<file path="config.mk">
export PLATFORM = sky130hd
export DESIGN_NAME = pcm_halfband_decim
export DESIGN_NICKNAME = d
export VERILOG_FILES = /design/src/rtl/pcm_halfband_decim.sv
export SDC_FILE = /design/constraint.sdc
export NUM_CORES = 1
export LEC_CHECK = 0
export CAP_MARGIN = 20
export CORE_ASPECT_RATIO = 1.25
export CORE_MARGIN = 2
export CORE_UTILIZATION = 27
export CTS_CLUSTER_SIZE = 14
export DETAILED_ROUTE_END_ITERATION = 12
export PLACE_DENSITY = 0.48
export SLEW_MARGIN = 25
export SYNTH_ARGS = -nofsm -noshare
export SYNTH_HDL_FRONTEND = slang
export SYNTH_SLANG_ARGS = --single-unit
</file>
<file path="constraint.sdc">
create_clock -name clk -period 14.5 [get_ports clk]
set_input_delay 1.45 -clock clk [delete_from_list [all_inputs] [get_ports clk]]
set_output_delay 1.45 -clock clk [all_outputs]
set_load 0.02 [all_outputs]
</file>
<file path="src/rtl/pcm_halfband_decim.sv">
`default_nettype none
// ============================================================================
// Module   : pcm_halfband_decim
// Purpose  : Post-CIC decimate-by-2 compensation FIR. Keeps a 16-entry
//            circular history of CIC words and, on every second sample, runs
//            an 8-tap sequential MAC (one tap per clk), then rounds, scales
//            by 1/128, saturates and presents the result on a valid/ready
//            output register.
// Options  : PCM_HALFBAND_SATCNT_EN adds the 16-bit saturating sat_count port
//            that counts results changed by the output clamp.
// Revision : 1.0 - initial release
// ============================================================================
module pcm_halfband_decim #(
    parameter int W_IN  = 24,
    parameter int W_OUT = 16
) (
    input  logic                    clk,
    input  logic                    reset,
    input  logic signed [W_IN-1:0]  din,
    input  logic                    din_valid,
    output logic signed [W_OUT-1:0] dout,
    output logic                    dout_valid,
    input  logic                    dout_ready,
    output logic                    busy,
    output logic                    overrun
`ifdef PCM_HALFBAND_SATCNT_EN
    ,
    output logic [15:0]             sat_count
`endif
);

    localparam int ACC_W = W_IN + 9;

    // Clamp limits expressed at accumulator width so the compare is exact.
    localparam logic signed [ACC_W-1:0] Y_MAX = {{(ACC_W-W_OUT+1){1'b0}}, {(W_OUT-1){1'b1}}};
    localparam logic signed [ACC_W-1:0] Y_MIN = {{(ACC_W-W_OUT+1){1'b1}}, {(W_OUT-1){1'b0}}};

    typedef enum logic [1:0] {
        ST_IDLE  = 2'd0,
        ST_MAC   = 2'd1,
        ST_ROUND = 2'd2
    } state_t;

    state_t                  state_q, state_d;
    logic signed [W_IN-1:0]  hist_q [16];
    logic [3:0]              ptr_q;
    logic                    phase_q;
    logic [3:0]              base_q, base_d;
    logic [2:0]              k_q, k_d;
    logic signed [ACC_W-1:0] acc_q, acc_d;
    logic signed [W_OUT-1:0] dout_q, dout_d;
    logic                    dout_valid_q, dout_valid_d;
    logic                    overrun_q, overrun_d;

    logic signed [7:0]       w_coef;
    logic signed [W_IN-1:0]  w_tap;
    logic signed [ACC_W-1:0] w_prod;
    logic signed [ACC_W-1:0] w_rnd;
    logic signed [ACC_W-1:0] w_y;
    logic                    w_hi;
    logic                    w_lo;
    logic signed [W_OUT-1:0] w_clamped;

    // Symmetric compensation taps; they sum to 128 for unity DC gain.
    function automatic logic signed [7:0] coef_rom(input logic [2:0] k);
        case (k)
            3'd0, 3'd7: coef_rom = -8'sd2;
            3'd2, 3'd5: coef_rom = 8'sd18;
            3'd3, 3'd4: coef_rom = 8'sd48;
            default:    coef_rom = 8'sd0;
        endcase
    endfunction

    // Tap product and round/scale/clamp datapath.
    always_comb begin
        w_coef = coef_rom(k_q);
        w_tap  = hist_q[base_q - {1'b0, k_q}];
        w_prod = $signed({{(ACC_W-W_IN){w_tap[W_IN-1]}}, w_tap})
               * $signed({{(ACC_W-8){w_coef[7]}}, w_coef});
        w_rnd  = acc_q + $signed(ACC_W'(64));
        w_y    = w_rnd >>> 7;
        w_hi   = (w_y > Y_MAX);
        w_lo   = (w_y < Y_MIN);
        if (w_hi) begin
            w_clamped = {1'b0, {(W_OUT-1){1'b1}}};
        end else if (w_lo) begin
            w_clamped = {1'b1, {(W_OUT-1){1'b0}}};
        end else begin
            w_clamped = w_y[W_OUT-1:0];
        end
    end

    // Sample capture: every strobe writes the history, even mid-computation.
    always_ff @(posedge clk) begin
        if (reset) begin
            for (int i = 0; i < 16; i++) begin
                hist_q[i] <= '0;
            end
            ptr_q   <= 4'd0;
            phase_q <= 1'b0;
        end else if (din_valid) begin
            hist_q[ptr_q] <= din;
            ptr_q         <= ptr_q + 4'd1;
            phase_q       <= ~phase_q;
        end
    end

    // State, MAC and output registers.
    always_ff @(posedge clk) begin
        if (reset) begin
            state_q      <= ST_IDLE;
            base_q       <= 4'd0;
            k_q          <= 3'd0;
            acc_q        <= '0;
            dout_q       <= '0;
            dout_valid_q <= 1'b0;
            overrun_q    <= 1'b0;
        end else begin
            state_q      <= state_d;
            base_q       <= base_d;
            k_q          <= k_d;
            acc_q        <= acc_d;
            dout_q       <= dout_d;
            dout_valid_q <= dout_valid_d;
            overrun_q    <= overrun_d;
        end
    end

    // Next-state: trigger on the second sample of each pair, MAC, then round.
    always_comb begin
        state_d      = state_q;
        base_d       = base_q;
        k_d          = k_q;
        acc_d        = acc_q;
        dout_d       = dout_q;
        dout_valid_d = dout_valid_q;
        overrun_d    = overrun_q;

        if (dout_valid_q && dout_ready) begin
            dout_valid_d = 1'b0;
        end

        case (state_q)
            ST_IDLE: begin
                if (din_valid && phase_q) begin
                    state_d = ST_MAC;
                    base_d  = ptr_q;
                    k_d     = 3'd0;
                end
            end
            ST_MAC: begin
                acc_d = ((k_q == 3'd0) ? '0 : acc_q) + w_prod;
                k_d   = k_q + 3'd1;
                if (k_q == 3'd7) begin
                    state_d = ST_ROUND;
                end
            end
            ST_ROUND: begin
                // Load when the output slot is empty or drains this cycle.
                if (!dout_valid_q || dout_ready) begin
                    dout_d       = w_clamped;
                    dout_valid_d = 1'b1;
                end else begin
                    overrun_d = 1'b1;
                end
                state_d = ST_IDLE;
            end
            default: begin
                state_d = ST_IDLE;
            end
        endcase
    end

    assign dout       = dout_q;
    assign dout_valid = dout_valid_q;
    assign overrun    = overrun_q;
    assign busy       = (state_q != ST_IDLE);

`ifdef PCM_HALFBAND_SATCNT_EN
    logic [15:0] sat_q;

    // Count clamped results, including ones later dropped; sticks at max.
    always_ff @(posedge clk) begin
        if (reset) begin
            sat_q <= 16'd0;
        end else if ((state_q == ST_ROUND) && (w_hi || w_lo) && (sat_q != 16'hFFFF)) begin
            sat_q <= sat_q + 16'd1;
        end
    end

    assign sat_count = sat_q;
`endif

endmodule
`default_nettype wire

</file>
======== Yosys cells after proc, flatten, opt, wreduce, memory -nomap -nowiden ========
Memories as Yosys holds them, arrays and structs flattened.
Index checks and enable logic that the tools add are counted.
word-level totals
  register bits after elaboration ......... 65
  RAM bits ................................ 384
  input bits .............................. 28
  output and inout port bits .............. 19
  word-level logic and storage cells ...... 66
  memories ................................ 1
operators by class
  $add $sub $neg .......................... 5
  multiply operators ...................... 1
  $lt $le $gt $ge ......................... 2
  equality and inequality tests ........... 9
  multiplexer cells ....................... 20
  bitwise logic cells ..................... 2
  reductions and logical operators ........ 17
memory list
  memory  words  width  rd ports  clocked after memory_dff  write ports  line  source
  hist_q  16     24     1         0                         16           45    logic signed [W_IN-1:0] hist_q [16];
operators with widths
  operator                                                                         number
  33-bit adder                                                                     1
  33-bit by 8-bit adder with 33-bit output (second input constant)                 1
  33-bit two-way mux                                                               1
  24-bit by 8-bit multiplier with 32-bit output                                    1
  16-bit two-way mux                                                               2
  26-bit by 16-bit > comparator with 1-bit output (second input constant)          1
  26-bit by 16-bit less-than comparator with 1-bit output (second input constant)  1
  24-bit two-way mux                                                               1
  8-bit case mux with 3 select lines                                               1
  24-bit OR reduction                                                              1
  2-bit AND reduction                                                              5
  3-bit equality test (second input constant)                                      3
  1-bit two-way mux                                                                9
  3-bit by 2-bit equality test with 1-bit output (second input constant)           2
  3-bit case mux with 2 select lines                                               1
  2-bit OR reduction                                                               3
  4-bit by 1-bit adder with 4-bit output (second input constant)                   1
  2-bit two-way mux                                                                2
  4-bit two-way mux                                                                1
  2-bit != test (second input constant)                                            2
  2-bit case mux with 2 select lines                                               1
  2-bit nonzero test                                                               2
  4-bit by 3-bit subtractor with 4-bit output                                      1
  3-bit by 1-bit adder with 3-bit output (second input constant)                   1
  9 further kinds                                                                  11

======== Longest topological paths before layout ========
Gate-level depths: netlist of run 1.
  depth in word-level cells ............... 5
  mapped depth ............................ 41

======== Worst setup path after synthesis of run 1 ========
Ideal clock, no wire load.
  path kind ............................... register -> register
  start ................................... register k_q[0]
  end ..................................... register acc_q[29]
  setup time .............................. 0.133 ns
  arrival time ............................ 8.962 ns
  required time ........................... 14.367 ns
  setup slack ............................. 5.405 ns
  cell stages (with the launch flop) ...... 38
  path buffers ............................ 4
  period minus slack after synthesis ...... 9.095 ns
  cells stage by stage .................... dfxtp_1 ha_1 inv_1 fa_1 clkbuf_1 buf_2 buf_2 clkbuf_1 mux4_2 mux2_2 nand2_1 o21ai_0 nand2_1 inv_1 fa_1 fa_1 fa_1 inv_1 (+2 left out) ha_1 a21o_1 a21o_1 a21oi_1 nand3b_1 or3_1 a311oi_1 or4_1 o2111ai_1 ha_1 a21o_1 a211oi_1 nand2_1 a311o_1 o2111a_1 a2111oi_0 a41o_1 a21oi_1
on the way
  cells in the longest elaborated chain, start to end .. 5
  elaborated cells between the ends (all ways) .. 15
  classes of those cells .................. add/sub: 2; mul: 1; eq/ne: 5; mux: 2; reduce/logical: 4; memory: 1
ends and longest elaborated chain
  item                                                                                                   line  source
  from (decl)                                                                                            49    logic [2:0] k_q, k_d;
  from (signal assigned)                                                                                 121   k_q <= k_d;
  parallel branches: the longest is 4 deep, another holds 24-bit by 8-bit multiplier with 32-bit output  -
  33-bit adder *                                                                                         152   acc_d = ((k_q == 3'd0) ? '0 : acc_q) + w_prod;
  to (signal assigned)                                                                                   114   acc_q <= '0;
  to (signal assigned)                                                                                   122   acc_q <= acc_d;
  to (decl)                                                                                              50    logic signed [ACC_W-1:0] acc_q, acc_d;
Mark *: on every way between the ends.
A chain may end at the register's enable or synchronous reset.

======== Final worst setup path of run 1 ========
Same ends and word-level chain as after synthesis.

==> metrics.md, run 1 <==
| Metric | Value |
|---|---|
| CORE AREA | `103600 um^2` |
| Worst Path Buf+Inv | `4` |
| Vias per Instance | `4.846` |
| CTS tree | `built` |
| Sequential cell area | `12810 um^2` |
| Final core occ | `30.66%` |
| GRT overflow | `0` |
| Layout cell share with drive strength beyond 1 | `11.57%` |
| Most common cell after layout, fill and taps aside | `and3_1` |
| DRC Markers | `0` |
| Data arrival, critical path | `11.24 ns` |
| Area of the multi-input gates | `13900 um^2` |
| Status | `finished, final reports clean` |
| Critical Path RT | `14.99 ns` |
| Detailed-route via count | `18428` |
| Clk sinks | `448` |
| Die W | `292.9 um` |
| CP top delay family | `adder cells` |
| Final setup TNS | `0 ns` |
| Initial Utilization | `27.21%` |
| CTS Hold Buffers Added | `0` |
| Tmin final | `10.76 ns` |
| Root Buffer | `clkbuf_16` |
| Worst Setup End Kind | `flop` |
| Die ar. | `107000 um^2` |
| Initial DRT Pass Iterations | `5` |
| Max-slew headroom | `32.85%` |
| Dominant synthesized flop cell | `edfxtp_1` |
| Slowest cell on crit path | `fa_4` |
| Vias in the first global route | `19876` |
| All-layer global routing usage | `14.41%` |
| Startpoint types | `flop` |
| Setup bufs post-CTS | `0` |
| 1st-iter DRT viols | `1056` |
| Rows | `132` |
| # port buffers | `46` |
| Flops & latches, synth | `448` |
| Final setup vio count | `0` |
| Final nets | `2684` |
| Most frequent cells in the layout | `390 x and3_1, 384 x edfxtp_1, 215 x inv_1, 203 x nor2_1` |
| Initial antenna violation count | `0` |
| H-tree depth | `2` |
| Crit path kind | `reg2reg` |
| Area grow syn2layout | `12.69%` |
| RSZ-0062 raised after global routing | `no` |
| Post-synthesis sequential area ratio | `45.48%` |
| HPWL Detailed | `51120 um` |
| Tightest Pin Transition | `1.007 ns` |
| CP max stage delay | `1.32 ns` |
| GP Congestion | `0.8436` |
| Antenna Cells | `0` |
| Max-cap viol count | `0` |
| Post-synthesis cell count | `2472` |
| First-pass GRT wire length | `119600 um` |
| IO Pins | `47` |
| Hold WC Path Type | `reg2reg` |
| Crit share post-route | `74.20%` |
| Drt total wl | `76380 um` |
| Crit Path Max Fanout | `47` |
| Final hold vios | `0` |
| Largest net degree at the start of global routing | `85` |
| Asr flop ratio synth | `0%` |
| Synthesis warning total | `0` |
| Syn nets | `2730` |
| Die height | `365.2 um` |
| Clk buf depth | `3` |
| EDFF count, synth | `384` |
| F_max | `0.09295 GHz` |
| PostCTS Resize Cnt | `0` |
| Layout fillers | `10443` |
| Avg WL per Cell | `20.09 um` |
| Clk_lat worst skew | `0.64 ns` |
| Syn Std Cell Area | `28170 um^2` |
| Avg Cell Area, Syn | `11.40 um^2` |
| Clk_skew | `0.04332 ns` |
| Remaining antenna violation count after routing | `0` |
| Max-slew violation count | `0` |
| Crit path top cell by count | `a21o_1` |
| Clk slew on worst S/H paths | `0.07 ns` |
| Distinct cell type count after synthesis | `76` |
| TritonCTS Buffers | `49` |
==> cell usage after synthesis, drive strengths merged (31+ instances only) <==
library cell | count | area (um^2)
buf | 36 | 172.7
nor2 | 204 | 765.7
fa | 113 | 2262
nor2b | 38 | 237.7
edfxtp | 384 | 11530
o21ai | 35 | 178.9
mux4 | 96 | 2162
ha | 117 | 1464
nand2 | 98 | 367.9
inv | 215 | 807.0
mux2i | 31 | 310.3
and3 | 391 | 2446
dfxtp | 64 | 1281
clkbuf | 151 | 566.8
a21o | 52 | 390.4
a21oi | 102 | 518.0
xnor2 | 50 | 445.4
==> layer usage <==
| layer | GRT usage [%] | part of all wire [%] | vias to the layer above |
|---|---|---|---|
| met2 | 27.41 | 53 | 272 |
| li1 | - | - | 8759 |
| met1 | 17.12 | 42 | 9313 |
| met5 | 0 | 0 | - |
| met4 | 3.580 | 2.1 | 0 |
| met3 | 1.638 | 2.9 | 84 |
==> worst paths after layout <==
path | to | cells after the start | start | slack, ns
max | acc_q[29]$_SDFFE_PP0P_ | 35 | k_q[0]$_SDFFE_PP0P_ | 3.74
min | acc_q[5]$_SDFFE_PP0P_ | 2 | acc_q[5]$_SDFFE_PP0P_ | 0.46
max reg2reg | acc_q[29]$_SDFFE_PP0P_ | 35 | k_q[0]$_SDFFE_PP0P_ | 3.74
min reg2reg | acc_q[5]$_SDFFE_PP0P_ | 2 | acc_q[5]$_SDFFE_PP0P_ | 0.46
==> kinds of logic (layout without fill, tap and decap cells) <==
logic type,Yosys count,in the layout,synth area share [%]
AND/OR/NAND/NOR,863,863,16.64
flip-flops,448,448,45.48
buffers and inverters,402,393,5.489
AO/OA/AOI/OAI,298,298,6.928
adder cells (fa/ha/maj),231,231,13.26
multiplexers,150,150,9.695
XOR/XNOR,80,80,2.514
==> registers in the layout, summed over array words and instances (netlist names) <==
name        cells
state_q         2
hist_q        384
k_q             3
dout_valid      1
phase_q         1
dout           16
base_q          4
ptr_q           4
overrun         1
acc_q          32
==> layout make-up <==
| type | instances | area share (%) |
|---|---|---|
| clock inverters | 32 | 1.553 |
| clock buffers | 56 | 3.945 |
| repair buffers | 90 | 2.546 |
| inverters | 215 | 2.542 |
| flip-flops and latches | 448 | 40.35 |
| multi-input cells | 1622 | 43.78 |
| well taps | 1340 | 5.281 |
==> through the flow <==
step,area (um^2),instances,setup slack [ns],hold slack (ns)
finish,31750,3803,3.741,0.4619
global route,31750,3803,2.981,0.4772
CTS,31730,3802,3.612,0.4639
detailed placement,29990,3714,3.651,0.4557
global placement,29990,3714,3.871,0.4371
floorplan,28170,2472,5.405,0.4273
==> worst register-to-register path, delay by kind of cell, from the launching register on <==
family	cells	cell delay, ns
buffers and inverters	4	0.76
flip-flops	1	0.45
adder cells (fa/ha/maj)	8	3.94
AND/OR/NAND/NOR	6	0.98
XOR/XNOR	1	0.19
multiplexers	2	0.70
AO/OA/AOI/OAI	14	3.63
Power of run 1 is not shown: default switching activity piles up to over one toggle a cycle in this logic, so the estimate is an artifact.
==> run 2: changes to the inputs <==
Settings changed: PLACE_DENSITY 0.48 to 0.49.
Clock period 14.5 ns to 9.5 ns, I/O delays scaled along.
==> run 2 against run 1 <==
Against the previous run: setup slack lost 3.4 ns; largest cell class unchanged; hold slack lost 0.0082 ns; die area is the same; design area grew 3.3%.
==> metrics.md, run 2 (synthesis gave the netlist of run 1 again) <==
| Metric | Value |
|---|---|
| Vias in the first global route | `20351` |
| Clk_lat worst skew | `0.62 ns` |
| Initial DRT Pass Iterations | `5` |
| Crit Path Max Fanout | `18` |
| All-layer global routing usage | `14.45%` |
| Status | `finished, final reports clean` |
| Clk slew on worst S/H paths | `0.07 ns` |
| Final setup TNS | `0 ns` |
| Most common cell after layout, fill and taps aside | `and3_1` |
| Layout cell share with drive strength beyond 1 | `16.78%` |
| Worst Path Buf+Inv | `10` |
| GP Congestion | `0.8735` |
| Tmin final | `9.195 ns` |
| Max reg flops | `384` |
| Rows | `132` |
| CTS tree | `built` |
| CP top delay family | `adder cells` |
| CORE AREA | `103600 um^2` |
| Detailed-route via count | `19289` |
| CP max stage delay | `0.87 ns` |
| Area after DPL | `31000 um^2` |
| Tightest Pin Transition | `0.9601 ns` |
| Vias per Instance | `4.898` |
| Worst Setup End Kind | `flop` |
| Crit path kind | `reg2reg` |
| Drt total wl | `78540 um` |
| Max-cap viol count | `0` |
| # port buffers | `46` |
| DRC Markers | `0` |
| TritonCTS Buffers | `50` |
| Die W | `292.9 um` |
| Slowest cell on crit path | `fa_4` |
| Data arrival, critical path | `9.67 ns` |
| Crit share post-route | `96.79%` |
| Initial Utilization | `27.21%` |
| Initial antenna violation count | `2` |
| Crit path top cell by count | `inv_1` |
| IO Pins | `47` |
| Final hold slack | `0.4537 ns` |
| Area grow syn2layout | `16.41%` |
| GRT overflow | `0` |
| F_max | `0.1088 GHz` |
| Fin area | `32800 um^2` |
| Startpoint types | `flop` |
| 1st-iter DRT viols | `1393` |
| Remaining antenna violation count after routing | `0` |
| Root Buffer | `clkbuf_16` |
| Clk buf depth | `3` |
| Most frequent cells in the layout | `390 x and3_1, 384 x edfxtp_1, 215 x inv_1, 203 x nor2_1, 170 x buf_4` |
| Critical Path RT | `9.97 ns` |
| Clk sinks | `448` |
| Setup WS post-layout | `0.3054 ns` |
| First-pass GRT wire length | `120200 um` |
| Final setup vio count | `0` |
| Hold WC Path Type | `reg2reg` |
| HPWL Detailed | `50910 um` |
| Avg WL per Cell | `19.94 um` |
| Final nets | `2819` |
| Die height | `365.2 um` |
| Max-slew headroom | `35.99%` |
| Max-slew violation count | `0` |
| Largest net degree at the start of global routing | `101` |
| Clk_skew | `0.01585 ns` |
| Final hold vios | `0` |
| Antenna Cells | `0` |
| DP Worst Slack | `-0.02282 ns` |
| Biggest register | `hist_q` |
| Die ar. | `107000 um^2` |
| H-tree depth | `2` |
## run 2: cell count changes in the layout (fill, tap and decap cells not counted), sizes merged
cell      delta
buf        +132
clkinvlp     +2
clkinv       -1
bufinv       -8
clkbuf      +10
## run 2: layer usage
layer	track usage, %	wire length, um	share of wire, %	vias to the layer above
li1	-	-	-	9028
met1	17.50	32670	42	9658
met3	2.232	3689	4.7	144
met4	5.299	2899	3.7	4
met2	25.85	39250	50	455
met5	0	32	0.041	-
## run 2: final timing paths
kind | start | slack (ns) | to | cells after the start
setup / recovery | base_q[0]$_SDFFE_PP0P_ | 0.31 | acc_q[29]$_SDFFE_PP0P_ | 37
hold / removal | acc_q[2]$_SDFFE_PP0P_ | 0.45 | acc_q[2]$_SDFFE_PP0P_ | 2
setup reg to reg | base_q[0]$_SDFFE_PP0P_ | 0.31 | acc_q[29]$_SDFFE_PP0P_ | 37
hold reg to reg | acc_q[2]$_SDFFE_PP0P_ | 0.45 | acc_q[2]$_SDFFE_PP0P_ | 2
## run 2: timing repair
item	4_1_cts	5_1_grt
endpoints found under the setup margin	2	12
buffers inserted	0	7
pin swaps	0	6
gates cloned	0	2
hold buffers	0	0
resized for setup	2	31
## run 2: cell type report
class                      count  area [um^2]
clock buffer                  64         1325
clock inverter                25        256.5
fill                       10371        70760
inverter                     215        807.0
multi-input combinational   1622        14000
sequential                   448        12810
tap                         1340         1677
timing repair buffer         224         1923
## run 2: worst reg2reg max path: cells and delay by family (launching register included)
family                   cells  cell delay (ns)
AO/OA/AOI/OAI               11             2.30
multiplexers                 2             0.63
flip-flops                   1             0.31
AND/OR/NAND/NOR              6             1.03
adder cells (fa/ha/maj)      8             3.56
buffers and inverters       10             1.20
## run 2: per-stage QoR
| stage | instances | utilization [%] |
|---|---|---|
| 6_report | 3938 | 31.67 |
| 2_1_floorplan | 2472 | - |
| 5_1_grt | 3938 | 31.67 |
| 3_5_place_dp | 3841 | 29.94 |
| 4_1_cts | 3929 | 31.46 |
| 3_3_place_gp | 3841 | 29.94 |
Power of run 2 is left out for the same reason.
==> run 3: changes to the inputs <==
Settings changed: ABC_CLOCK_PERIOD_IN_PS set to 9500, SETUP_SLACK_MARGIN set to 0.02.
==> run 3 against run 2 <==
Against the previous run: hold slack about the same; critical path depth decreased by 3; clock skew about the same; design area about the same; sequential cell count unchanged; clock-buffer cell count unchanged; fmax increased by 0.53%; setup slack improved by 0.048 ns; sequential share of layout area about the same; global-route usage about the same; first-iteration DRC count increased by 2.7%; non-clock buffer count decreased by 2; critical endpoint unchanged.
==> metrics.md, run 3 (synthesis gave the netlist of run 1 again) <==
| Metric | Value |
|---|---|
| Slowest cell on crit path | `fa_4` |
| Clk_skew | `0.01547 ns` |
| Worst Setup End Kind | `flop` |
| Tmin final | `9.146 ns` |
| Final hold vios | `0` |
| Biggest register | `hist_q` |
| GP Congestion | `0.8735` |
| IO Pins | `47` |
| 1st-iter DRT viols | `1430` |
| Initial DRT Pass Iterations | `6` |
| Final setup vio count | `0` |
| Data arrival, critical path | `9.62 ns` |
| Status | `finished, final reports clean` |
| Layout cell share with drive strength beyond 1 | `16.80%` |
| Root Buffer | `clkbuf_16` |
| Largest net degree at the start of global routing | `101` |
| Clk buf depth | `3` |
| # port buffers | `46` |
| Die ar. | `107000 um^2` |
| CP endpoint | `acc_q[29]$_SDFFE_PP0P_` |
| TritonCTS Buffers | `50` |
| Final setup TNS | `0 ns` |
| Reg-to-Reg Start | `k_q[0]$_SDFFE_PP0P_` |
| HPWL Detailed | `50910 um` |
| Most common cell after layout, fill and taps aside | `and3_1` |
| RSZ-0062 raised after global routing | `no` |
| H-tree depth | `2` |
| Initial antenna violation count | `2` |
| Hold WC Path Type | `reg2reg` |
| Max reg flops | `384` |
| All-layer global routing usage | `14.45%` |
| Max-cap viol count | `0` |
| F_max | `0.1093 GHz` |
| Worst Setup SP | `k_q[0]$_SDFFE_PP0P_` |
| R2r setup slk | `0.35 ns` |
| Final nets | `2817` |
| Clk_lat worst skew | `0.62 ns` |
| Area grow syn2layout | `16.39%` |
| Max-slew headroom | `35.47%` |
| Vias per Instance | `4.905` |
| Critical Path RT | `9.97 ns` |
| Detailed-route via count | `19307` |
| Die height | `365.2 um` |
| Remaining antenna violation count after routing | `0` |
| DRC Markers | `0` |
| Startpoint types | `flop` |
| Rows | `132` |
| Vias in the first global route | `20352` |
| Drt total wl | `77980 um` |
| Crit path kind | `reg2reg` |
| CP max stage delay | `0.86 ns` |
| R2R Path End | `acc_q[29]$_SDFFE_PP0P_` |
| Most frequent cells in the layout | `390 x and3_1, 384 x edfxtp_1, 215 x inv_1, 203 x nor2_1, 168 x buf_4` |
| Hold_sp | `acc_q[5]$_SDFFE_PP0P_` |
| Clk slew on worst S/H paths | `0.06 ns` |
| Worst reg2reg path depth | `34` |
| First-pass GRT wire length | `120200 um` |
| Crit share post-route | `96.27%` |
| Tightest Pin Transition | `0.9679 ns` |
| Clk sinks | `448` |
| CORE AREA | `103600 um^2` |
| Antenna Cells | `0` |
| Die W | `292.9 um` |
| Layout fillers | `10363` |
| Avg WL per Cell | `19.81 um` |
| GRT overflow | `0` |
| CTS tree | `built` |
| Max-slew violation count | `0` |
| Initial Utilization | `27.21%` |
| Crit Path Max Fanout | `18` |
[run 3: cell count changes in the layout (fill, tap and decap cells not counted), sizes merged]
cell	delta
buf	-1
clkbuf	-1
[run 3: worst min path at each step]
stage	endpoint	depth (start not counted)	slack, ns
floorplan	acc_q[5]$_SDFFE_PP0P_	2	0.43
global placement	acc_q[2]$_SDFFE_PP0P_	2	0.44
detailed placement	acc_q[2]$_SDFFE_PP0P_	2	0.45
CTS	acc_q[2]$_SDFFE_PP0P_	2	0.45
global route	acc_q[1]$_SDFFE_PP0P_	2	0.48
finish	acc_q[5]$_SDFFE_PP0P_	2	0.45
[run 3: routing by layer]
metal  GRT usage (%)  routed length, um  vias up
li1                -                  -     9032
met1           17.49              32550     9704
met2           25.86              39080      433
met3           2.232               3652      134
met4           5.299               2668        4
met5               0                 32        -
[run 3: per-stage QoR]
| step | cells | worst slack, ns | hold WS (ns) | utilization, % | cell area, um^2 |
|---|---|---|---|---|---|
| finish | 3936 | 0.3539 | 0.4537 | 31.66 | 32790 |
| global route | 3936 | 0.006623 | 0.4773 | 31.66 | 32790 |
| CTS | 3930 | 0.04961 | 0.4547 | 31.47 | 32590 |
| detailed placement | 3841 | -0.02282 | 0.4450 | 29.94 | 31000 |
| global placement | 3841 | 0.1688 | 0.4391 | 29.94 | 31000 |
| floorplan | 2472 | 0.4054 | 0.4273 | - | 28170 |
[run 3: repair_timing]
item,CTS,global route
resized for setup,3,35
pin swaps,0,8
setup buffers,0,5
hold buffers,0,0
endpoints found under the setup margin,2,9
gates cloned,0,1
[run 3: critical path, delay by kind of cell, from the launching register on]
kind	cells	cell delay [ns]
fa+ha+maj	8	3.59
compound gates	10	2.27
simple gates	7	1.34
buf+inv	7	0.78
mux	2	0.61
flops	1	0.39
[run 3: layout make-up]
| type | instances | area [um^2] | share of cell area [%] |
|---|---|---|---|
| Multi-Input combinational cell | 1622 | 14010 | 42.72 |
| Timing Repair Buffer | 222 | 1903 | 5.804 |
| Tap cell | 1340 | 1677 | 5.113 |
| Sequential cell | 448 | 12810 | 39.08 |
| Clock inverter | 25 | 256.5 | 0.7822 |
| Clock buffer | 64 | 1325 | 4.041 |
| Inverter | 215 | 807.0 | 2.461 |
Power of run 3 is left out for the same reason.
